`config.mk`:
```
export PLATFORM = sky130hd
export DESIGN_NAME = ca_search_sequencer
export DESIGN_NICKNAME = d
export VERILOG_FILES = /design/src/rtl/ca_search_pkg.sv /design/src/rtl/ca_epoch_counter.sv /design/src/rtl/ca_search_sequencer.sv
export SDC_FILE = /design/constraint.sdc
export NUM_CORES = 1
export LEC_CHECK = 0
export CAP_MARGIN = 15
export CORE_ASPECT_RATIO = 0.9
export CORE_MARGIN = 2
export CORE_UTILIZATION = 54
export DETAILED_ROUTE_END_ITERATION = 6
export PLACE_DENSITY = 0.81
export SKIP_LAST_GASP = 1
export SYNTH_ARGS = -nofsm -noshare
export SYNTH_HDL_FRONTEND = slang
export SYNTH_SLANG_ARGS = --single-unit
```
`constraint.sdc`:
```
create_clock -name clk -period 3.4 [get_ports clk]
set_clock_uncertainty 0.05 [all_clocks]
set_input_delay 0.51 -clock clk [delete_from_list [all_inputs] [get_ports clk]]
set_output_delay 0.51 -clock clk [all_outputs]
set_load 0.05 [all_outputs]
```
`src/rtl/ca_search_pkg.sv`:
```
// ca_search_pkg: shared state type, code constants and helpers for the C/A acquisition search sequencer.
// The TRACK state exists only when CA_SEARCH_EARLY_EXIT_EN is defined.
package ca_search_pkg;
    localparam int CA_CODE_LEN = 1023;
    localparam int CA_CHIP_W = 10;
    localparam int CA_PRN_W = 5;

    typedef enum logic [2:0] {
        S_IDLE,
        S_ALIGN,
        S_RUN,
        S_REPORT
`ifdef CA_SEARCH_EARLY_EXIT_EN
        ,
        S_TRACK
`endif
    } state_t;

    // States in which the generator is out of reset and producing chips
    function automatic logic gen_running(input state_t s);
`ifdef CA_SEARCH_EARLY_EXIT_EN
        return s == S_RUN || s == S_TRACK;
`else
        return s == S_RUN;
`endif
    endfunction
endpackage

```
`src/rtl/ca_epoch_counter.sv`:
```
// ca_epoch_counter: modulo-1023 chip counter with synchronous clear, enable and a wrap indication.
module ca_epoch_counter
    import ca_search_pkg::*;
(
    input  logic                 clk,
    input  logic                 reset,
    input  logic                 clr,
    input  logic                 en,
    output logic [CA_CHIP_W-1:0] count,
    output logic                 wrap
);
    localparam logic [CA_CHIP_W-1:0] LAST = CA_CHIP_W'(CA_CODE_LEN - 1);

    assign wrap = en && count == LAST;

    always_ff @(posedge clk) begin
        if (reset || clr)
            count <= '0;
        else if (en)
            count <= wrap ? '0 : count + 1'b1;
    end
endmodule

```
`src/rtl/ca_search_sequencer.sv`:
```
// ca_search_sequencer: steps the C/A generator through a PRN range and a ladder of code-phase hypotheses.
// Define CA_SEARCH_EARLY_EXIT_EN to lock onto a hit (TRACK state, found output).
module ca_search_sequencer
    import ca_search_pkg::*;
#(
    parameter int DWELL_PERIODS = 1,
    parameter int PHASE_STEP = 1
) (
    input  logic                 clk,
    input  logic                 reset,
    input  logic                 start,
    input  logic                 abort,
    input  logic [CA_PRN_W-1:0]  prn_first,
    input  logic [CA_PRN_W-1:0]  prn_last,
    input  logic                 result_ack,
    input  logic                 result_hit,
    output logic                 gen_reset,
    output logic [CA_PRN_W-1:0]  gen_prn,
    output logic [CA_CHIP_W-1:0] ref_chip,
    output logic [CA_CHIP_W-1:0] gen_chip,
    output logic [CA_CHIP_W-1:0] cur_phase,
    output logic                 dwell_done,
    output logic                 busy,
    output logic                 done,
    output logic                 found
);
    localparam logic [CA_CHIP_W-1:0] LAST = CA_CHIP_W'(CA_CODE_LEN - 1);
    localparam int PW = CA_CHIP_W + 1;

    state_t state, state_n;
    logic [CA_PRN_W-1:0] prn_last_q, gen_prn_n;
    logic [CA_CHIP_W-1:0] cur_phase_n, align_target;
    logic [PW-1:0] phase_sum;
    logic [7:0] periods;
    logic done_n, track_n, dwell_end, gen_wrap, ref_wrap_unused;

    // The generator must start one cycle after ref_chip reaches cur_phase-1
    assign align_target = cur_phase == '0 ? LAST : cur_phase - 1'b1;
    assign phase_sum = {1'b0, cur_phase} + PW'(PHASE_STEP);
    assign dwell_end = gen_chip == LAST && periods == 8'(DWELL_PERIODS - 1);

    ca_epoch_counter u_ref (
        .clk   (clk),
        .reset (reset),
        .clr   (state == S_IDLE || state_n == S_IDLE),
        .en    (state != S_IDLE),
        .count (ref_chip),
        .wrap  (ref_wrap_unused)
    );

    // Cleared while the generator is held, so the first running cycle shows chip 0
    ca_epoch_counter u_gen (
        .clk   (clk),
        .reset (reset),
        .clr   (!gen_running(state) || !gen_running(state_n)),
        .en    (gen_running(state)),
        .count (gen_chip),
        .wrap  (gen_wrap)
    );

`ifdef CA_SEARCH_EARLY_EXIT_EN
    assign track_n = state_n == S_TRACK;
`else
    logic unused_hit;
    assign unused_hit = result_hit;
    assign track_n = 1'b0;
`endif

    always_comb begin
        state_n = state;
        gen_prn_n = gen_prn;
        cur_phase_n = cur_phase;
        done_n = 1'b0;
        if (abort)
            state_n = S_IDLE;
        else case (state)
            S_IDLE: begin
                if (start && prn_first <= prn_last) begin
                    state_n = S_ALIGN;
                    gen_prn_n = prn_first;
                    cur_phase_n = '0;
                end else
                    done_n = start;
            end
            S_ALIGN: state_n = ref_chip == align_target ? S_RUN : S_ALIGN;
            S_RUN: state_n = dwell_end ? S_REPORT : S_RUN;
            S_REPORT: begin
                if (result_ack) begin
`ifdef CA_SEARCH_EARLY_EXIT_EN
                    if (result_hit) begin
                        state_n = S_TRACK;
                        done_n = 1'b1;
                    end else
`endif
                    if (phase_sum <= {1'b0, LAST}) begin
                        cur_phase_n = phase_sum[CA_CHIP_W-1:0];
                        state_n = S_ALIGN;
                    end else if (gen_prn < prn_last_q) begin
                        cur_phase_n = '0;
                        gen_prn_n = gen_prn + 1'b1;
                        state_n = S_ALIGN;
                    end else begin
                        state_n = S_IDLE;
                        done_n = 1'b1;
                    end
                end
            end
            default: state_n = state;
        endcase
    end

    always_ff @(posedge clk) begin
        if (reset) begin
            state <= S_IDLE;
            prn_last_q <= '0;
            periods <= '0;
            gen_reset <= 1'b1;
            gen_prn <= '0;
            cur_phase <= '0;
            dwell_done <= 1'b0;
            busy <= 1'b0;
            done <= 1'b0;
            found <= 1'b0;
        end else begin
            state <= state_n;
            if (state == S_IDLE && start && !abort)
                prn_last_q <= prn_last;
            periods <= state != S_RUN ? '0 : gen_wrap ? periods + 1'b1 : periods;
            gen_reset <= !gen_running(state_n);
            gen_prn <= gen_prn_n;
            cur_phase <= cur_phase_n;
            dwell_done <= state_n == S_REPORT;
            busy <= state_n != S_IDLE;
            done <= done_n;
            found <= track_n;
        end
    end
endmodule

```
After elaboration in Yosys (flattened, before gate mapping) --
Cells that the tools add are included. W data, S select, Z words.
Operators by class: magnitude comparators 3, add/sub/neg operators 6, equal/unequal tests 14, bitwise logic cells 1, muxes and demuxes 26, reduce and logical (&&, ||, !) cells 24
Operators with widths (count):
- $mux W10 | 7
- $add A10 B1 Y10 const B | 2
- $eq A10 B10 Y1 const B | 2
- $mux W5 | 4
- $pmux W10 S2 | 1
- $eq A3 B2 Y1 const B | 4
- $pmux W3 S4 | 1
- $add A10 B1 Y11 const B | 1
- $le A11 B10 Y1 const B | 1
- $eq A10 B10 Y1 | 1
- $logic_not A10 Y1 | 1
- $pmux W5 S2 | 1
- $sub A10 B1 Y10 const B | 1
- $mux W3 | 3
- $add A8 B1 Y8 const B | 1
- $logic_not A8 Y1 | 1
- $ne A2 B2 Y1 const B | 4
- $mux W1 | 7
- $logic_and A1 B1 Y1 | 6
- $logic_not A3 Y1 | 2
- $reduce_and A6 Y1 | 1
- $reduce_bool A3 Y1 | 2
- $add A5 B1 Y5 const B | 1
- $le A5 B5 Y1 | 1
- 12 further kinds | 18
Word-level totals: bits of input ports 16, register bits after elaboration 55

Depth between registers and ports, before layout --
Gate-level depths: netlist (run 1).
depth after elaboration 10, gate-level depth with buffers 13

Hierarchy --
From an unflattened synthesis (run 1), not the netlist that was laid out.
Second synthesis, totals: cell total of the unflattened synthesis 486, area total of the unflattened synthesis 3882.5 um^2
Modules (own cells, without submodules):
- ca_search_sequencer | area an instance 2758.9 um^2, instances 1, seq. area each 700.7 um^2, cells each 356
- ca_epoch_counter | area an instance 561.8 um^2, instances 2, seq. area each 200.2 um^2, cells each 65

Least setup slack after synthesis (run 1) --
No wires, ideal clock.
path type reg2reg, from register cur_phase[0], to register u_ref.count[0], clock period less this slack 3.388 ns, data arrival time 3.190 ns, buffers on the path 2, library setup time 0.148 ns, setup slack 0.012 ns, stages on the path, launching flop included 13, cells stage by stage dfxtp_1 buf_2 inv_1 ha_1 or3b_2 buf_6 a2111oi_4 a221oi_1 nand4b_1 a2111o_1 and3_4 a211oi_4 nor3_1
Between the ends: longest elaborated chain between the ends 9
RTL lines:
- start: declaration | RTL line ca_search_sequencer.sv:21 | output logic [CA_CHIP_W-1:0] cur_phase,
- start signal: assignment | RTL line ca_search_sequencer.sv:131 | cur_phase <= cur_phase_n;
- $add A10 B1 Y11, or another cell as far along | RTL line ca_search_sequencer.sv:39 | assign phase_sum = {1'b0, cur_phase} + PW'(PHASE_STEP);
- $le A11 B10 Y1 / $mux W10 (equally long branches) | RTL line ca_search_sequencer.sv:95, ca_search_sequencer.sv:38
- $mux W1 / $eq A10 B10 Y1 (equally long branches) | RTL line ca_search_sequencer.sv:95, ca_search_sequencer.sv:85
- $mux W3 / $mux W2 (equally long branches) | RTL line ca_search_sequencer.sv:88, ca_search_sequencer.sv:85
- $pmux W3 S4 (*) | RTL line ca_search_sequencer.sv:76 | else case (state)
- $mux W3 (*) | RTL line ca_search_sequencer.sv:74 | if (abort)
- $logic_not A3 Y1 (*) | RTL line ca_search_sequencer.sv:45 | .clr (state == S_IDLE || state_n == S_IDLE),
- $logic_or A1 B1 Y1 (*) | RTL line ca_search_sequencer.sv:45
- $logic_or A1 B1 Y1 (*) | RTL line ca_epoch_counter.sv:17 | if (reset || clr)
- end signal: assignment | RTL line ca_epoch_counter.sv:20 | count <= wrap ? '0 : count + 1'b1;
- end: declaration | RTL line ca_epoch_counter.sv:9 | output logic [CA_CHIP_W-1:0] count,
Every way passes the cells marked *; elsewhere a longest branch is shown, timed or not. A chain may end at the register's enable or synchronous reset.

Worst setup path after layout (run 1) --
from register cur_phase[0], to register u_ref.count[4]
Same word-level chain as after synthesis.

==> impl_metrics.toml, run 1 <==
[place]
dp_hpwl_um = 6120
dp_cells = 568
dpl_cell_area_mm2 = 0.00408
dp_worst_setup_slack_ns = 0.136
portBuffers = 53
gp_congestion = 0.922

[critical_path]
slowest_stage = "or4_1"
rrSetupSlack_ns = 0.18
critPathArrivalTime_ns = 3.37
worstPathMaxFanout = 11
crit_type = "flop to flop"
worstPathCellList = "buf_4, or4_1, o31ai_1, a221oi_1, nand4b_1, a2111o_1, and3_4, a211oi_4, nor3_1"
critPathLaunchType = "flop"
cp-end-kind = "flop"
cp_data_required_time_ns = 3.55
max_stage_delay_ns = 0.73

[floorplanning]
start_util_pct = 56.2
design.portCount = 56
dieWidth_um = 88.3
num_rows = 27
core_mm2 = 0.00615
fp.dieH_um = 79.9
dieArea_mm2 = 0.00705

[routing]
routedWlPerCell_um = 14.2
drt_iter0_drc = 161
firstDrtPassIters = 5
wirelength_um = 8180
ant_nets = 0
vias_per_cell = 5.85
vias = 3370
drc_errors = 0

[synth]
yosysTopAreaCellShare_pct = 31.9
yosys-top-cells-count = "dfxtp_1 (55), nor2_1 (43), nand2_1 (40)"
avgSynthCellArea_um2 = 7.87
syn-num-nets = 474
yosysSeqAreaShare_pct = 31.9
ys.flop_type = "dfxtp_1"
postSynthCellCount = 439
synth_edf_count = 0
yosysTopAreaCell = "dfxtp_1"
ys_seq_elements = 55
async_flop_share_pct = 0
syn_area_mm2 = 0.00345
yosysWarnings = 0
synth.distinct_cells = 62
synthTopCellsByArea = "dfxtp_1 (32%), ha_1 (6.9%), nor2_1 (4.7%)"
synth_most_common_cell = "dfxtp_1"

[clock_network]
cts-htree-levels = 2
hold_buffers = 0
cts_tree = "yes"
cts_resized = 0
clock_sinks = 55
insertion_delay_ns = 0.32
cts_made_buffers = 5
cts_max_path_buffers = 2
cts_setup_buffers = 0
root_buffer = "clkbuf_8"
cts.clk_slew.worst_paths_ns = 0.10

[sta]
fmax_mhz = 310
rsz0062_at_grt = "false"
period_minus_slack_ns = 3.22
fin_crit_sh_pct = 94.9
layout_setup_ws_ns = 0.175
slew_viol_final = 0
fin_hold_ws_ns = 0.411
finalSetupViolations = 0
worstMarginPinSlew_ns = 0.563
slew_headroom_pct = 62.5
setup-tns-final_ns = 0
hold_viol = 0

[pwr]
switching_share_pct = 26.8
internal-power_uw = 884
ir_worst_vdd_v = 0.000199
p_switching_uw = 323
p_per_area_mw_per_mm2 = 289
clockPowerShare_pct = 33.1
pwr-share-seq_pct = 54.7
leakage_uw = 0.00149
combPwrFrac_pct = 12.1

[final_layout]
design_area_mm2 = 0.00418
nets = 523
nFillCells = 568
fin_cells = 576
n_antenna_cell = 0
syn_to_final_growth_pct = 21.2
drive_above_1_share_pct = 7.36

[run]
cap_violations = 0

[grt]
grt_overflow = 0
grt_pass1_vias = 3102
antenna_found_initial = 0
grt_max_degree = 20
grt.total_usage_pct = 24.7
grt_pass1_wl_um = 14100

[hold_path]
hp-class = "flop to flop"

[status]
status = "finished clean"
worst max-delay path, delay by kind of cell (launching register included):
kind	cells	cell delay, ns
AO/OA/AOI/OAI	4	1.30
buffers and inverters	1	0.17
flip-flops	1	0.33
AND/OR/NAND/NOR	4	1.26
routing by layer:
layer	global-route usage (%)	vias up	share of wire (%)	wire length, um
li1	-	1656	-	-
met1	33.1	1573	44	3570
met2	40.5	122	48	3960
met3	3.72	19	6.1	500
met4	8.33	0	1.8	147
met5	0	-	0	0
cell usage in the layout (no fill, tap or decap), types with 3 or more instances in the layout:
| cell | count |
|---|---|
| ha_1 | 19 |
| nor3_1 | 25 |
| or3_1 | 3 |
| o22ai_1 | 8 |
| nor2_1 | 43 |
| nand3b_1 | 3 |
| inv_1 | 25 |
| a31oi_1 | 4 |
| or4_1 | 4 |
| nand3_1 | 20 |
| o21ai_0 | 17 |
| or2_2 | 3 |
| o211ai_1 | 4 |
| and4b_1 | 3 |
| nor4_1 | 4 |
| a21o_1 | 4 |
| nor2b_1 | 5 |
| buf_4 | 16 |
| nand4_1 | 14 |
| nand2b_1 | 6 |
| clkbuf_8 | 6 |
| a22o_1 | 3 |
| xor2_1 | 17 |
| o31ai_1 | 3 |
| a21oi_1 | 24 |
| nand2_1 | 40 |
| and3_1 | 5 |
| nor3b_1 | 3 |
| xnor2_1 | 13 |
| clkdlybuf4s50_1 | 53 |
| dfxtp_1 | 55 |
power groups by stage:
| stage | combinational, uW | sequential, uW | clock, uW |
|---|---|---|---|
| 2_1_floorplan | 77.0 | 690 | 0 |
| 3_3_place_gp | 143 | 675 | 0 |
| 3_5_place_dp | 146 | 676 | 0 |
| 4_1_cts | 147 | 661 | 410 |
| 5_1_grt | 162 | 662 | 436 |
| 6_report | 147 | 661 | 400 |
logic make-up after synthesis:
logic type / after synthesis / share of synthesized area [%]
muxes: 2 / 0.580
DFF: 55 / 31.9
AOI/OAI and AO/OA: 90 / 18.3
xor gates and xnor gates: 30 / 7.61
buffers and inverters: 52 / 6.49
and+or+nand+nor: 190 / 28.2
adders and majority gates: 19 / 6.88
other: 1 / 0.109
flip-flops by register name (all words and copies together) (netlist names), 3 cells and up:
| register | cells |
|---|---|
| u_gen.count | 10 |
| gen_prn | 5 |
| periods | 8 |
| u_ref.count | 10 |
| prn_last_q | 5 |
| cur_phase | 10 |
| state | 3 |
cell type report:
class	count	area [um2]	area share [%]
inverters	25	93.8	2.24
repair buffers	69	651	15.6
clock inverters	2	18.8	0.449
multi-input cells	332	2130	50.9
flip-flops and latches	55	1100	26.3
well taps	87	109	2.60
clock buffers	6	82.6	1.97
metrics by stage:
step	utilization, %	total power [uW]
2_1_floorplan	-	767
3_3_place_gp	66.4	817
3_5_place_dp	66.4	822
4_1_cts	68.1	1220
5_1_grt	68.1	1260
6_report	68.1	1210
path summary, 6_finish.rpt:
check,from,end,cells after the start
max,cur_phase[0]$_SDFFE_PP0P_,u_ref.count[4]$_SDFFE_PP0N_,9
min,prn_last_q[4]$_SDFFE_PP0P_,prn_last_q[4]$_SDFFE_PP0P_,2
min reg2reg,prn_last_q[4]$_SDFFE_PP0P_,prn_last_q[4]$_SDFFE_PP0P_,2
max reg2reg,cur_phase[0]$_SDFFE_PP0P_,u_ref.count[4]$_SDFFE_PP0N_,9
Power figures use the tool's default switching activity.
==> inputs of run 2 (changes only) <==
--- a/config.mk
+++ b/config.mk
@@ -6,11 +6,13 @@
 export NUM_CORES = 1
 export LEC_CHECK = 0
 export CAP_MARGIN = 15
+export CELL_PAD_IN_SITES_DETAIL_PLACEMENT = 0
+export CELL_PAD_IN_SITES_GLOBAL_PLACEMENT = 1
 export CORE_ASPECT_RATIO = 0.9
 export CORE_MARGIN = 2
-export CORE_UTILIZATION = 54
+export CORE_UTILIZATION = 40
 export DETAILED_ROUTE_END_ITERATION = 6
-export PLACE_DENSITY = 0.81
+export PLACE_DENSITY_LB_ADDON = 0.1
 export SKIP_LAST_GASP = 1
 export SYNTH_ARGS = -nofsm -noshare
 export SYNTH_HDL_FRONTEND = slang
==> impl_metrics.toml, run 2 (same netlist as run 1, synthesis figures left out) <==
[status]
status = "finished clean"

[floorplanning]
start_util_pct = 40.7
fp.dieH_um = 92.1
design.portCount = 56
dieWidth_um = 102
dieArea_mm2 = 0.00939
core_mm2 = 0.00849
num_rows = 32

[critical_path]
critPathArrivalTime_ns = 3.33
critPathLaunchType = "flop"
crit_type = "flop to flop"
worstPathMaxFanout = 10
cp_data_required_time_ns = 3.54
cp-end-kind = "flop"

[routing]
firstDrtPassIters = 4
wirelength_um = 8400
dr_wl_met3_um = 263
routedWlPerCell_um = 13.8
met2_length_um = 3810
drt_iter0_drc = 89
routed.top_layer = "met4"
vias_per_cell = 5.28
drc_errors = 0
ant_nets = 0
wl_met1_um = 4250
vias = 3224

[clock_network]
cts.clk_slew.worst_paths_ns = 0.11
cts_max_path_buffers = 2
cts_setup_buffers = 0
cts_tree = "yes"
hold_buffers = 0
clock_sinks = 55
insertion_delay_ns = 0.31
cts_made_buffers = 5
cts-htree-levels = 2
root_buffer = "clkbuf_8"
cts_resized = 0

[place]
dp_hpwl_um = 6380
gp_congestion = 0.832
dpl_cell_area_mm2 = 0.00415
portBuffers = 53
dp_worst_setup_slack_ns = -0.138

[grt]
grt_pass1_wl_um = 14100
antenna_found_initial = 0
grt_max_degree = 19
grt.total_usage_pct = 18.5
grt_pass1_vias = 2929
grt_overflow = 0

[sta]
hold_viol = 0
fin_hold_ws_ns = 0.413
slew_viol_final = 0
fin_crit_sh_pct = 93.9
setup-tns-final_ns = 0
slew_headroom_pct = 59.2
layout_setup_ws_ns = 0.207
fmax_mhz = 313
finalSetupViolations = 0
period_minus_slack_ns = 3.19
rsz0062_at_grt = "false"
worstMarginPinSlew_ns = 0.610

[final_layout]
design_area_mm2 = 0.00424
nFillCells = 832
syn_to_final_growth_pct = 22.8
nets = 526
largestRegisters = "cur_phase (10), u_gen.count (10), u_ref.count (10)"
mostFrequentLayoutCell = "dfxtp_1"
final_cell_mix = "dfxtp_1 (55), clkdlybuf4s50_1 (53), nor2_1 (43), nand2_1 (40), inv_1 (25)"
seq_area_mm2 = 0.00110
multiInputGateArea_mm2 = 0.00213
drive_above_1_share_pct = 8.13
n_antenna_cell = 0

[pwr]
leakage_uw = 0.00150
ir_worst_vdd_v = 0.000147
p_per_area_mw_per_mm2 = 280
finalPower_uw = 1190

[hold_path]
hp-class = "flop to flop"

[run]
cap_violations = 0
-- run 2: cell count changes in the layout (fill, tap and decap cells not counted) --
| cell | change |
|---|---|
| inv_6 | +2 |
| clkbuf_8 | -1 |
| nor3_1 | -1 |
| clkinv_2 | +1 |
| inv_8 | -1 |
| buf_4 | +3 |
| clkinvlp_4 | -1 |
| nor3_2 | +1 |
-- run 2: power breakdown --
| part | switching [uW] | internal (uW) |
|---|---|---|
| registers | 8.07 | 652 |
| clock network | 228 | 150 |
| logic | 87.1 | 61.3 |
-- run 2: final timing paths --
path	from	to	depth (start not counted)	slack (ns)
worst min-delay path	prn_last_q[0]$_SDFFE_PP0P_	prn_last_q[0]$_SDFFE_PP0P_	2	0.41
worst max-delay path	cur_phase[1]$_SDFFE_PP0P_	u_ref.count[5]$_SDFFE_PP0N_	9	0.21
worst max register to register	cur_phase[1]$_SDFFE_PP0P_	u_ref.count[5]$_SDFFE_PP0N_	9	0.21
worst min register to register	prn_last_q[0]$_SDFFE_PP0P_	prn_last_q[0]$_SDFFE_PP0P_	2	0.41
-- run 2: layout make-up --
type | count | share of cell area [%]
clock buffer | 5 | 1.62
timing repair buffer | 72 | 15.9
clock inverter | 3 | 0.531
inverter | 25 | 2.21
tap | 119 | 3.51
sequential | 55 | 26.0
multi-input combinational | 332 | 50.3
-- run 2: through the flow --
| step | util (%) | cells |
|---|---|---|
| after global placement | 48.8 | 603 |
| after detailed placement | 48.8 | 603 |
| final | 50.0 | 611 |
| after floorplan | - | 439 |
| after CTS | 49.9 | 611 |
| after global routing | 50.0 | 611 |
-- run 2: critical path, cell delays in order, from the launching register on --
cell       delay [ns]
dfxtp_1          0.34
buf_4            0.14
or4_1            0.70
a2111oi_4        0.36
a221oi_1         0.08
nand4b_1         0.21
a2111o_1         0.48
and3_4           0.23
a211oi_4         0.37
nor3_1           0.10
-- run 2: layer usage --
metal | vias up | GRT usage, %
li1 | 1653 | -
met1 | 1506 | 27.4
met2 | 58 | 28.2
met3 | 7 | 2.67
met4 | 0 | 4.00
met5 | - | 0
==> inputs of run 3 (changes only) <==
==> constraint.sdc (replaced) <==
create_clock -name clk -period 3.2 [get_ports clk]
set_clock_uncertainty 0.05 [all_clocks]
set_input_delay 0.48 -clock clk [delete_from_list [all_inputs] [get_ports clk]]
set_output_delay 0.48 -clock clk [all_outputs]
set_load 0.05 [all_outputs]
==> impl_metrics.toml, run 3 (same netlist as run 1, synthesis figures left out) <==
[final_layout]
nets = 529
n_antenna_cell = 0
final_cell_mix = "dfxtp_1 (53), clkdlybuf4s50_1 (53), nor2_1 (43), nand2_1 (40), inv_1 (25)"
largestRegisters = "cur_phase (10), u_gen.count (10), u_ref.count (10)"
drive_above_1_share_pct = 9.29
syn_to_final_growth_pct = 23.8
nFillCells = 866

[hold_path]
hp-class = "flop to flop"
hp-start = "prn_last_q[4]$_SDFFE_PP0P_"

[routing]
wirelength_um = 8610
firstDrtPassIters = 5
vias = 3248
ant_nets = 0
vias_per_cell = 5.29
drc_errors = 0
routedWlPerCell_um = 14.0
drt_iter0_drc = 118

[clock_network]
cts_tree = "yes"
cts_max_path_buffers = 2
root_buffer = "clkbuf_8"
hold_buffers = 0
cts_resized = 0
insertion_delay_ns = 0.31
clock_sinks = 55
cts.clk_slew.worst_paths_ns = 0.11
cts-htree-levels = 2
cts_setup_buffers = 0
cts_made_buffers = 5

[pwr]
p_switching_uw = 354
switching_share_pct = 27.8
ir_worst_vdd_v = 0.000151
pwr-share-seq_pct = 55.1
finalPower_uw = 1270
combPwrFrac_pct = 12.7
internal-power_uw = 919
p_per_area_mw_per_mm2 = 298
leakage_uw = 0.00152
clockPowerShare_pct = 32.2

[place]
dp_hpwl_um = 6480
gp_congestion = 0.787
portBuffers = 53

[critical_path]
critPathArrivalTime_ns = 3.17
cp_data_required_time_ns = 3.38
crit_type = "flop to flop"
critPathLaunchType = "flop"
cp-end-kind = "flop"
worstPathMaxFanout = 7
rr_startpoint = "cur_phase[0]$_SDFFE_PP0P_"
startpoint = "cur_phase[0]$_SDFFE_PP0P_"

[sta]
finalSetupViolations = 0
fmax_mhz = 335
period_minus_slack_ns = 2.98
setup-tns-final_ns = 0
slew_viol_final = 0
fin_hold_ws_ns = 0.412
hold_viol = 0
worstMarginPinSlew_ns = 0.601
slew_headroom_pct = 60.0
fin_crit_sh_pct = 93.2
rsz0062_at_grt = "false"

[status]
status = "finished clean"

[floorplanning]
dieArea_mm2 = 0.00939
design.portCount = 56
core_mm2 = 0.00849
num_rows = 32
start_util_pct = 40.7
dieWidth_um = 102
fp.dieH_um = 92.1

[run]
cap_violations = 0

[grt]
antenna_found_initial = 0
grt_pass1_vias = 2936
grt_overflow = 0
grt.total_usage_pct = 18.9
grt_pass1_wl_um = 14500
grt_max_degree = 20
-- run 3: layout make-up --
cell class,instances,area [um2],share of cell area (%)
Multi-Input combinational cell,332,2140,50.0
Clock buffer,5,68.8,1.61
Clock inverter,3,22.5,0.527
Sequential cell,55,1110,25.9
Inverter,25,93.8,2.19
Timing Repair Buffer,75,696,16.3
Tap cell,119,149,3.48
-- run 3: layer usage --
metal / GRT usage, % / part of all wire, % / wire length, um / up-vias
met5: 0 / 0 / 0 / -
met4: 3.78 / 0.62 / 53 / 0
met3: 2.67 / 3.3 / 288 / 6
met2: 28.1 / 44 / 3780 / 72
met1: 28.9 / 52 / 4490 / 1502
li1: - / - / - / 1668
-- run 3: path summary, 6_finish.rpt --
check,end,slack [ns],cells past startpoint
worst max register to register,u_gen.count[2]$_SDFFE_PP0N_,0.22,9
worst min-delay path,prn_last_q[4]$_SDFFE_PP0P_,0.41,2
worst min register to register,prn_last_q[4]$_SDFFE_PP0P_,0.41,2
worst max-delay path,u_gen.count[2]$_SDFFE_PP0N_,0.22,9
-- run 3: power by group through the flow --
stage | clock network [uW] | registers [uW] | logic [uW]
CTS | 428 | 702 | 162
floorplan | 0 | 732 | 82.1
global route | 449 | 703 | 178
global placement | 0 | 717 | 160
finish | 410 | 701 | 161
detailed placement | 0 | 717 | 162
-- run 3: through the flow --
stage               setup WS (ns)  utilization [%]  instances  area (um2)
global placement         -0.00381             49.2        606        4170
global route               0.0295             50.4        614        4280
floorplan                  0.0205                -        439        3460
finish                      0.217             50.4        614        4280
detailed placement         0.0245             49.2        606        4170
CTS                        0.0920             50.2        614        4260
-- run 3: worst max-delay path, cell delays in order (launching register included) --
cell and delay [ns]:
dfxtp_4 0.36, or4_4 0.60, buf_4 0.18, or3_1 0.33
nand4_1 0.10, nand4_1 0.11, a2111o_1 0.47, and3_4 0.23
o21ai_4 0.24, nor4b_2 0.22
